===== config.mk =====
export PLATFORM = sky130hd
export DESIGN_NAME = unified_mem_arbiter
export DESIGN_NICKNAME = d
export VERILOG_FILES = /design/src/rtl/unified_mem_arbiter.sv
export SDC_FILE = /design/constraint.sdc
export NUM_CORES = 1
export LEC_CHECK = 0
export CAP_MARGIN = 20
export CORE_UTILIZATION = 39
export CTS_BUF_LIST = sky130_fd_sc_hd__clkbuf_4
export DETAILED_ROUTE_END_ITERATION = 7
export GPL_TIMING_DRIVEN = 0
export PLACE_DENSITY = 0.9
export SLEW_MARGIN = 20
export SYNTH_ARGS = -nofsm -noshare
export SYNTH_HDL_FRONTEND = slang
export SYNTH_SLANG_ARGS = --single-unit

===== constraint.sdc =====
create_clock -name clk -period 1.7 [get_ports clk]
set_input_delay 0.255 -clock clk [delete_from_list [all_inputs] [get_ports clk]]
set_output_delay 0.255 -clock clk [all_outputs]
set_load 0.01 [all_outputs]

===== src/rtl/unified_mem_arbiter.sv =====
// Shares one single-ported memory between the fetch and load/store ports with a req/ack sequencer.
// Optional fetch starvation guard is compiled in with `define ARB_STARVE_GUARD_EN.
module unified_mem_arbiter #(
    parameter int DATA_WIDTH   = 32,
    parameter int ADDR_WIDTH   = 32,
    parameter int STARVE_LIMIT = 4
) (
    input  logic                  clk,
    input  logic                  rst,
    input  logic                  if_req,
    input  logic [ADDR_WIDTH-1:0] if_addr,
    output logic [DATA_WIDTH-1:0] if_rdata,
    output logic                  if_valid,
    input  logic                  d_req,
    input  logic                  d_we,
    input  logic [ADDR_WIDTH-1:0] d_addr,
    input  logic [DATA_WIDTH-1:0] d_wdata,
    output logic [DATA_WIDTH-1:0] d_rdata,
    output logic                  d_valid,
    output logic                  core_stall,
    output logic                  mem_req,
    output logic                  mem_we,
    output logic [ADDR_WIDTH-1:0] mem_addr,
    output logic [DATA_WIDTH-1:0] mem_wdata,
    input  logic [DATA_WIDTH-1:0] mem_rdata,
    input  logic                  mem_ack
);

    typedef enum logic [1:0] {
        S_IDLE    = 2'd0,
        S_GRANT_I = 2'd1,
        S_GRANT_D = 2'd2,
        S_DONE    = 2'd3
    } state_t;

    generate
        if (STARVE_LIMIT < 1 || STARVE_LIMIT > 15) begin : g_bad_limit
            $error("STARVE_LIMIT must be in 1..15");
        end
    endgenerate

    state_t                  r_state;
    logic                    r_mem_req;
    logic                    r_mem_we;
    logic [ADDR_WIDTH-1:0]   r_mem_addr;
    logic [DATA_WIDTH-1:0]   r_mem_wdata;
    logic [DATA_WIDTH-1:0]   r_if_rdata;
    logic [DATA_WIDTH-1:0]   r_d_rdata;
    logic                    r_if_valid;
    logic                    r_d_valid;

    logic                    w_starved;
    logic                    w_data_wins;
    logic                    w_fetch_wins;

`ifdef ARB_STARVE_GUARD_EN
    localparam logic [3:0] LP_LIMIT = 4'(STARVE_LIMIT);

    logic [3:0] r_starve_cnt;

    assign w_starved = (r_starve_cnt == LP_LIMIT);

    // Counts data grants that overtook a waiting fetch; saturates at the limit.
    always_ff @(posedge clk) begin
        if (rst) begin
            r_starve_cnt <= 4'd0;
        end else if (r_state == S_IDLE) begin
            if (w_fetch_wins || !if_req) begin
                r_starve_cnt <= 4'd0;
            end else if (w_data_wins && r_starve_cnt != LP_LIMIT) begin
                r_starve_cnt <= r_starve_cnt + 4'd1;
            end
        end
    end
`else
    assign w_starved = 1'b0;
`endif

    // Data is the older instruction and wins ties unless fetch has been starved.
    assign w_data_wins  = d_req && !(if_req && w_starved);
    assign w_fetch_wins = if_req && !w_data_wins;

    always_ff @(posedge clk) begin
        if (rst) begin
            r_state     <= S_IDLE;
            r_mem_req   <= 1'b0;
            r_mem_we    <= 1'b0;
            r_mem_addr  <= '0;
            r_mem_wdata <= '0;
            r_if_rdata  <= '0;
            r_d_rdata   <= '0;
            r_if_valid  <= 1'b0;
            r_d_valid   <= 1'b0;
        end else begin
            case (r_state)
                S_IDLE: begin
                    if (w_data_wins) begin
                        r_state     <= S_GRANT_D;
                        r_mem_req   <= 1'b1;
                        r_mem_we    <= d_we;
                        r_mem_addr  <= d_addr;
                        r_mem_wdata <= d_wdata;
                    end else if (w_fetch_wins) begin
                        r_state    <= S_GRANT_I;
                        r_mem_req  <= 1'b1;
                        r_mem_we   <= 1'b0;
                        r_mem_addr <= if_addr;
                    end
                end
                S_GRANT_I: begin
                    if (mem_ack) begin
                        r_state    <= S_DONE;
                        r_mem_req  <= 1'b0;
                        r_mem_we   <= 1'b0;
                        r_if_rdata <= mem_rdata;
                        r_if_valid <= 1'b1;
                    end
                end
                S_GRANT_D: begin
                    if (mem_ack) begin
                        r_state   <= S_DONE;
                        r_mem_req <= 1'b0;
                        r_mem_we  <= 1'b0;
                        r_d_valid <= 1'b1;
                        if (!r_mem_we) begin
                            r_d_rdata <= mem_rdata;
                        end
                    end
                end
                S_DONE: begin
                    r_state    <= S_IDLE;
                    r_if_valid <= 1'b0;
                    r_d_valid  <= 1'b0;
                end
                default: begin
                    r_state <= S_IDLE;
                end
            endcase
        end
    end

    assign mem_req    = r_mem_req;
    assign mem_we     = r_mem_we;
    assign mem_addr   = r_mem_addr;
    assign mem_wdata  = r_mem_wdata;
    assign if_rdata   = r_if_rdata;
    assign d_rdata    = r_d_rdata;
    assign if_valid   = r_if_valid;
    assign d_valid    = r_d_valid;
    assign core_stall = (if_req & ~r_if_valid) | (d_req & ~r_d_valid);

endmodule


Yosys cells after proc, flatten, opt, wreduce, memory -nomap -nowiden:

Index checks and enable logic that the tools add are counted.

* memory bits (read-only): 0
* RAM bits: 0
* memories: 0
* logic and storage cells: 54
* output and inout port bits: 133
* bits of input ports: 134
* bits in registers: 134
* bits in latches: 0

* shifts and indexed selects: 0
* equal/unequal tests: 7
* div/mod/pow operators: 0
* bitwise gates (word level): 6
* reduce and logical (&&, ||, !) cells: 16
* mux-type cells: 16
* order comparisons: 0
* $mul: 0
* add/sub/neg operators: 0

Operators by type and width (number)
* 2-to-1 mux 32 bit: 2
* AND reduction 2 bit: 6
* case mux 1 bit (2 select lines): 4
* nonzero test 2 bit: 4
* 2-to-1 mux 1 bit: 6
* 2-to-1 mux 2 bit: 3
* case mux 2 bit (3 select lines): 1
* AND reduction 3 bit: 2
* == test 2 bit, second input constant: 2
* != test 2 bit, second input constant: 2
* != test 3 bit, second input constant: 1
* inverter 1 bit: 3
* AND 1 bit: 2
* == test 2 x 1 -> 1 bit, second input constant: 1
* logical NOT 2 bit: 1
* != test 2 x 1 -> 1 bit, second input constant: 1
* OR reduction 2 bit: 1
* logical AND 1 bit: 1
* logical NOT 1 bit: 1
* OR 1 bit: 1

Longest topological paths before layout:

Gate-level depths: netlist of the first run.

* depth in word-level cells: 5
* depth in mapped cells: 7
* gate-level depth less buffers: 5

Least setup slack after synthesis of the first run:

OpenSTA, ideal clock, no wires.

* path type: reg-to-reg
* start point: register r_state[0]
* end point: register r_mem_we, in the netlist mem_we
* setup time: 0.132 ns
* buffers on the path: 0
* data arrival time: 1.230 ns
* setup slack: 0.338 ns
* cell stages (with the launch flop): 6
* period minus slack after synthesis: 1.362 ns
* data required time: 1.568 ns
* cell sequence: dfxtp_1 -> inv_1 -> ha_1 -> nor2b_1 -> o31ai_1 -> a21oi_1

* longest elaborated chain between the ends: 4
* elaborated cells on any way between the ends: 9
* classes of those cells: eq/ne (4); mux (1); reduce/logical (4)

Ends and longest elaborated chain
* start: declaration: RTL line 42 `state_t r_state;`
* start signal: assignment: RTL line 85 `r_state <= S_IDLE;`
* start signal: assignment: RTL line 98 `r_state <= S_GRANT_D;`
* start signal: assignment: RTL line 104 `r_state <= S_GRANT_I;`
* == test 2 bit or == test 2 x 1 -> 1 bit (tied branches): RTL line 95 `case (r_state)`
* OR reduction 2 bit (no source line)
* != test 2 x 1 -> 1 bit (no source line) or nonzero test 2 bit (tied branches)
* AND reduction 3 bit (no source line)
* end signal: assignment: RTL line 100 `r_mem_we <= d_we;`
* end: declaration: RTL line 44 `logic r_mem_we;`

Parallel ways exist; a longest one is shown, timed or not.
A chain may end at the register's enable or synchronous reset.

Worst setup path after layout of the first run:

* start point: input d_req
* end point: output core_stall

* longest elaborated chain between the ends: 2

Ends and longest elaborated chain
* start: declaration: RTL line 14 `input logic d_req,`
* AND 1 bit: RTL line 150 `assign core_stall = (if_req & ~r_if_valid) | (d_req & ~r_d_valid);`
* OR 1 bit: RTL line 150
* end: declaration: RTL line 20 `output logic core_stall,`

Every way passes these cells.

==> results of run 1 <==
## what timing repair did
action	4_1_cts	5_1_grt
resized for setup	137	13
buffers inserted	1	0
hold buffers	0	0
setup endpoints to repair	135	53
## critical path, stage by stage
cell and delay (ps):
clkdlybuf4s50_1 510, buf_6 190, inv_1 70, o22ai_1 150, buf_2 170
## state kept, by name, indices dropped and copies added, names as in the netlist
name	count
d_rdata	32
if_rdata	32
mem_addr	32
mem_wdata	32
r_state	2
d_valid	1
if_valid	1
mem_req	1
mem_we	1
## logic make-up after synthesis
logic type | after synthesis | synth area share, %
fa+ha+maj | 5 | 1.19
simple gates | 246 | 18.5
compound gates | 142 | 17.4
buf+inv | 52 | 5.96
mux | 32 | 6.08
flops | 134 | 50.9
## where the power goes
group	total, mW	switching (mW)	internal, mW
logic	4.01	2.19	1.82
registers	4.08	0.303	3.78
clock network	1.87	1.12	0.744
total	9.95	3.61	6.34
## cells in the final DEF (no fill, tap or decap), types with 5 or more instances in the layout
cell type and count:
nand2_1 197, dfxtp_1 134, clkdlybuf4s50_1 132, dlygate4sd2_1 132
a21oi_1 100, nor2_1 35, mux2i_1 32, a211oi_2 22
clkbuf_4 21, buf_2 15, a211oi_1 10, buf_6 9
clkbuf_1 7, buf_4 7, inv_1 5, clkbuf_2 5
clkinv_2 5
## how the worst max path moves through the flow
stage / end / slack [ps]
3_3_place_gp: core_stall / -490
2_1_floorplan: mem_we / 340
6_report: core_stall / 100
4_1_cts: if_rdata[23] / 7
5_1_grt: core_stall / 3
3_5_place_dp: core_stall / -510
## per-stage QoR
| stage | TNS [ps] | area [um^2] | hold WS, ps |
|---|---|---|---|
| 2_1_floorplan | 0 | 5270 | 391 |
| 3_3_place_gp | -2970 | 8150 | 440 |
| 3_5_place_dp | -4410 | 8150 | 445 |
| 4_1_cts | 0 | 8220 | 145 |
| 5_1_grt | 0 | 8220 | 165 |
| 6_report | 0 | 8220 | 204 |
## final cells by class
cell class	count	area [um^2]
timing repair buffer	266	2490
buffer	46	290
clock inverter	11	86.3
sequential	134	2680
clock buffer	20	150
fill	1143	4970
tap	176	220
inverter	5	18.8
multi-input combinational	425	2280
## per-layer routing
metal | track usage, % | vias up | wire [um]
li1 | - | 2599 | -
met1 | 26.1 | 2378 | 6580
met2 | 42.2 | 193 | 8270
met3 | 9.56 | 22 | 1360
met4 | 8.73 | 0 | 326
met5 | 0 | - | 0
==> run summary, run 1 <==
Hold Path Sink - r_state[1]
clk_skew - 18.1 ps
Initial Utilization - 40.0%
pins over their slew limit - 0
flop and latch count out of synthesis - 134
Clock Root Buffer - clkbuf_4
H-tree depth - 4
DIE HEIGHT - 118 um
largest net degree at the start of global routing - 17
Power, Total - 9.95 mW
TritonCTS clock tree - yes
part of the cycle the worst path needs - 94.3%
vias per cell - 4.79
Initial DRT Pass Iterations - 4
synth warn - 0
share of post-route cells with drive strength above 1 - 9.92%
R2R Setup Slk - 130 ps
Placeable Area - 0.0132 mm^2
post-synth top area share - 50.9%
peak supply drop - 703 uV
Final Hold Vio Count - 0
Max Fanout on Critical Path - 11
Seq/Total Area, Yosys - 50.9%
antenna violations before repair - 0
final wirelength - 16500 um
status - complete, no violations
Num CTS Buffers - 17
Synth Cell Area - 0.00527 mm^2
antenna cells - 0
crit path DAT - 1350 ps
worst endpoint required time - 1440 ps
worst-case clock buffer depth - 2
DRC - 0
area leader, netlist - dfxtp_1
RSZ-0062 raised after global routing - false
DP HPWL - 12500 um
Reg-to-Reg End - r_state[1]
dpl cells - 1052
I/O pin cnt - 267
EDFF count, synth - 0
top post-synthesis cells by area - dfxtp_1 51%, nand2_1 14%, a21oi_1 9.5%
syn_area_per_cell - 8.63 um^2
Slew @ Worst Pin - 688 ps
P_leak - 3.66 nW
R2R Path Start - r_state[0]
CP Launch Type - primary input
worst r2r path cells - 5
Crit. End Element - output pin
GRT overflow - 0
fin cells - 1083
commonest cells in the netlist - 197 x nand2_1, 134 x dfxtp_1, 100 x a21oi_1
HP Start - rst
Worst Hold Depth - 3
count of input and output buffers - 265
fin util - 62.3%
Clock Pin Slew Worst Setup and Hold Paths - 110 ps
count leader, synth - nand2_1
post-route ant nets - 0
vias in the first global route - 5150
CP startpoint - d_req
Layout area overhead - 55.8%
DIE WIDTH - 118 um
gr usage total - 24.1%
Max-slew headroom - 54.1%
routed len/inst - 15.3 um
Synth Net Count - 750
Placer Congestion - 0.817
Main synth FF type - dfxtp_1
# Max-Cap Violations - 0
Fmax - 0.624 GHz
Syn Inst Count - 611
Place WS - -508 ps
global-route wire length before repair - 26100 um
row cnt - 42
Via Count - 5192
die area - 0.0140 mm^2
Async S/R FF share, synth - 0%
library cells used by synthesis - 29
hold crit path type - primary input to flop
clk sink count - 134
fin nets - 1034
setup slack after layout - 97.4 ps
Final Critical Period - 1600 ps
pwr/cell area - 1210 mW/mm^2
final setup violation count - 0
Starting DRT DRC Count - 317
critical path type - primary input to output pin
Clk Latency, worst-skew pair - 530 ps
No activity file was read; power rests on OpenSTA's default activity.
==> run 2: changes to the inputs <==
MAX_ROUTING_LAYER = met4   (was unset)
SKIP_CTS_REPAIR_TIMING = 1   (was unset)
==> run summary, run 2 (synthesized netlist as in run 1, its figures left out) <==
status - complete, no violations
DP HPWL - 12500 um (unchanged)
critical path type - flop to flop
final wirelength - 17100 um (+3.7%)
clk sink count - 134 (unchanged)
Placeable Area - 0.0132 mm^2 (unchanged)
pins over their slew limit - 0 (unchanged)
peak supply drop - 640 uV (-8.9%)
Via Count - 5267 (+1.4%)
Max Fanout on Critical Path - 10 (-1)
leading cell type in the layout, fill and taps excluded - nand2_1
Max-slew headroom - 53.7% (-0.48 points)
share of post-route cells with drive strength above 1 - 9.92% (unchanged)
Initial Utilization - 40.0% (unchanged)
DIE HEIGHT - 118 um (unchanged)
GRT overflow - 0 (unchanged)
worst-case clock buffer depth - 2 (unchanged)
routed len/inst - 15.8 um (+3.7%)
P_leak - 5.34 nW (+46%)
Slew @ Worst Pin - 695 ps (+7.22 ps)
Clock Pin Slew Worst Setup and Hold Paths - 120 ps (about the same)
area of the multi-input gates - 0.00228 mm^2 (unchanged)
part of the cycle the worst path needs - 93.3% (-0.97 points)
clk_skew - 18.7 ps (+0.613 ps)
DIE WIDTH - 118 um (unchanged)
global-route wire length before repair - 26000 um (-0.55%)
antenna cells - 0 (unchanged)
Final Hold Vio Count - 0 (unchanged)
die area - 0.0140 mm^2 (unchanged)
vias per cell - 4.86 (+1.4%)
Clock Root Buffer - clkbuf_4
fin cells - 1083 (unchanged)
DRC - 0 (unchanged)
H-tree depth - 4 (unchanged)
worst endpoint required time - 2180 ps (+740 ps)
row cnt - 42 (unchanged)
FF+latch area - 0.00268 mm^2 (unchanged)
crit path DAT - 2070 ps (+720 ps)
TritonCTS clock tree - yes
Num CTS Buffers - 17 (unchanged)
most frequent cells in the layout - 197 x nand2_1, 134 x dfxtp_1, 133 x dlymetal6s2s_1
Layout area overhead - 65.5%
Initial DRT Pass Iterations - 5 (+1)
Final Critical Period - 1590 ps (-16.5 ps)
Post-DP Area - 0.00815 mm^2 (unchanged)
I/O pin cnt - 267 (unchanged)
hold crit path type - primary input to flop
post-route ant nets - 0 (unchanged)
antenna violations before repair - 0 (unchanged)
CP Launch Type - flop
cell area after layout - 0.00873 mm^2 (+6.2%)
dpl cells - 1052 (unchanged)
Fmax - 0.630 GHz (+1.0%)
pwr/cell area - 1180 mW/mm^2 (-2.7%)
final setup violation count - 0 (unchanged)
# fillers - 998 (-13%)
count of input and output buffers - 265 (unchanged)
gr usage total - 24.7% (+0.55 points)
vias in the first global route - 5135 (-0.29%)
Crit. End Element - flop
fin nets - 1034 (unchanged)
Placer Congestion - 0.829 (+1.5%)
largest net degree at the start of global routing - 17 (unchanged)
Starting DRT DRC Count - 314 (-0.95%)
Clk Latency, worst-skew pair - 550 ps (+20 ps)
# Max-Cap Violations - 0 (unchanged)
## run 2: changes by cell type in the layout (fill, tap and decap cells not counted)
cell             before  now
buf_12                0    1
buf_4                 7    6
clkdlybuf4s50_1     132  131
dlygate4sd2_1       132    0
dlymetal6s2s_1        0  133
## run 2: worst paths after layout
path	start	to	slack, ps	depth (start not counted)
worst min-delay path	rst	r_state[1]	160	3
worst min register to register	if_rdata[30]	if_rdata[30]	450	2
worst max-delay path	r_state[0]	d_rdata[27]	110	6
worst max register to register	r_state[0]	d_rdata[27]	110	6
## run 2: area by class of cell
class                           instances  share of cell area (%)
Sequential cell                       134                    30.7
Multi-Input combinational cell        425                    26.1
Tap cell                              176                    2.52
Buffer                                 47                    3.56
Clock inverter                         11                   0.989
Clock buffer                           20                    1.72
Inverter                                5                   0.215
Timing Repair Buffer                  265                    34.2
## run 2: through the flow
step                util, %  setup slack [ps]  hold WS, ps  setup TNS (ps)  power (mW)
detailed placement     61.8              -508          445           -4410        8.61
floorplan                 -               338          391               0        6.48
CTS                    63.5              -513          145           -6170        10.5
global placement       61.8              -489          440           -2970        8.49
finish                 66.2               114          160               0        10.3
global route           66.2             -40.7          166           -40.7        10.9
## run 2: routing by layer
metal  track usage [%]  share of wire, %  up-vias
met5                 -                 0        -
met1              27.1                40     2409
met2              41.7                50      227
li1                  -                 -     2598
met4              8.89               2.3        0
met3              7.96               7.9       33
## run 2: critical path: stages (launching register included)
cell	delay, ps
dfxtp_1	390
inv_1	100
ha_1	250
nand3b_1	210
clkbuf_2	280
nand2_1	120
a21oi_1	190
## run 2: where the power goes
group / internal, mW / switching, mW / total (mW)
clock: 0.743 / 1.15 / 1.89
sequential: 3.78 / 0.305 / 4.08
combinational: 2.09 / 2.22 / 4.31
total: 6.61 / 3.68 / 10.3
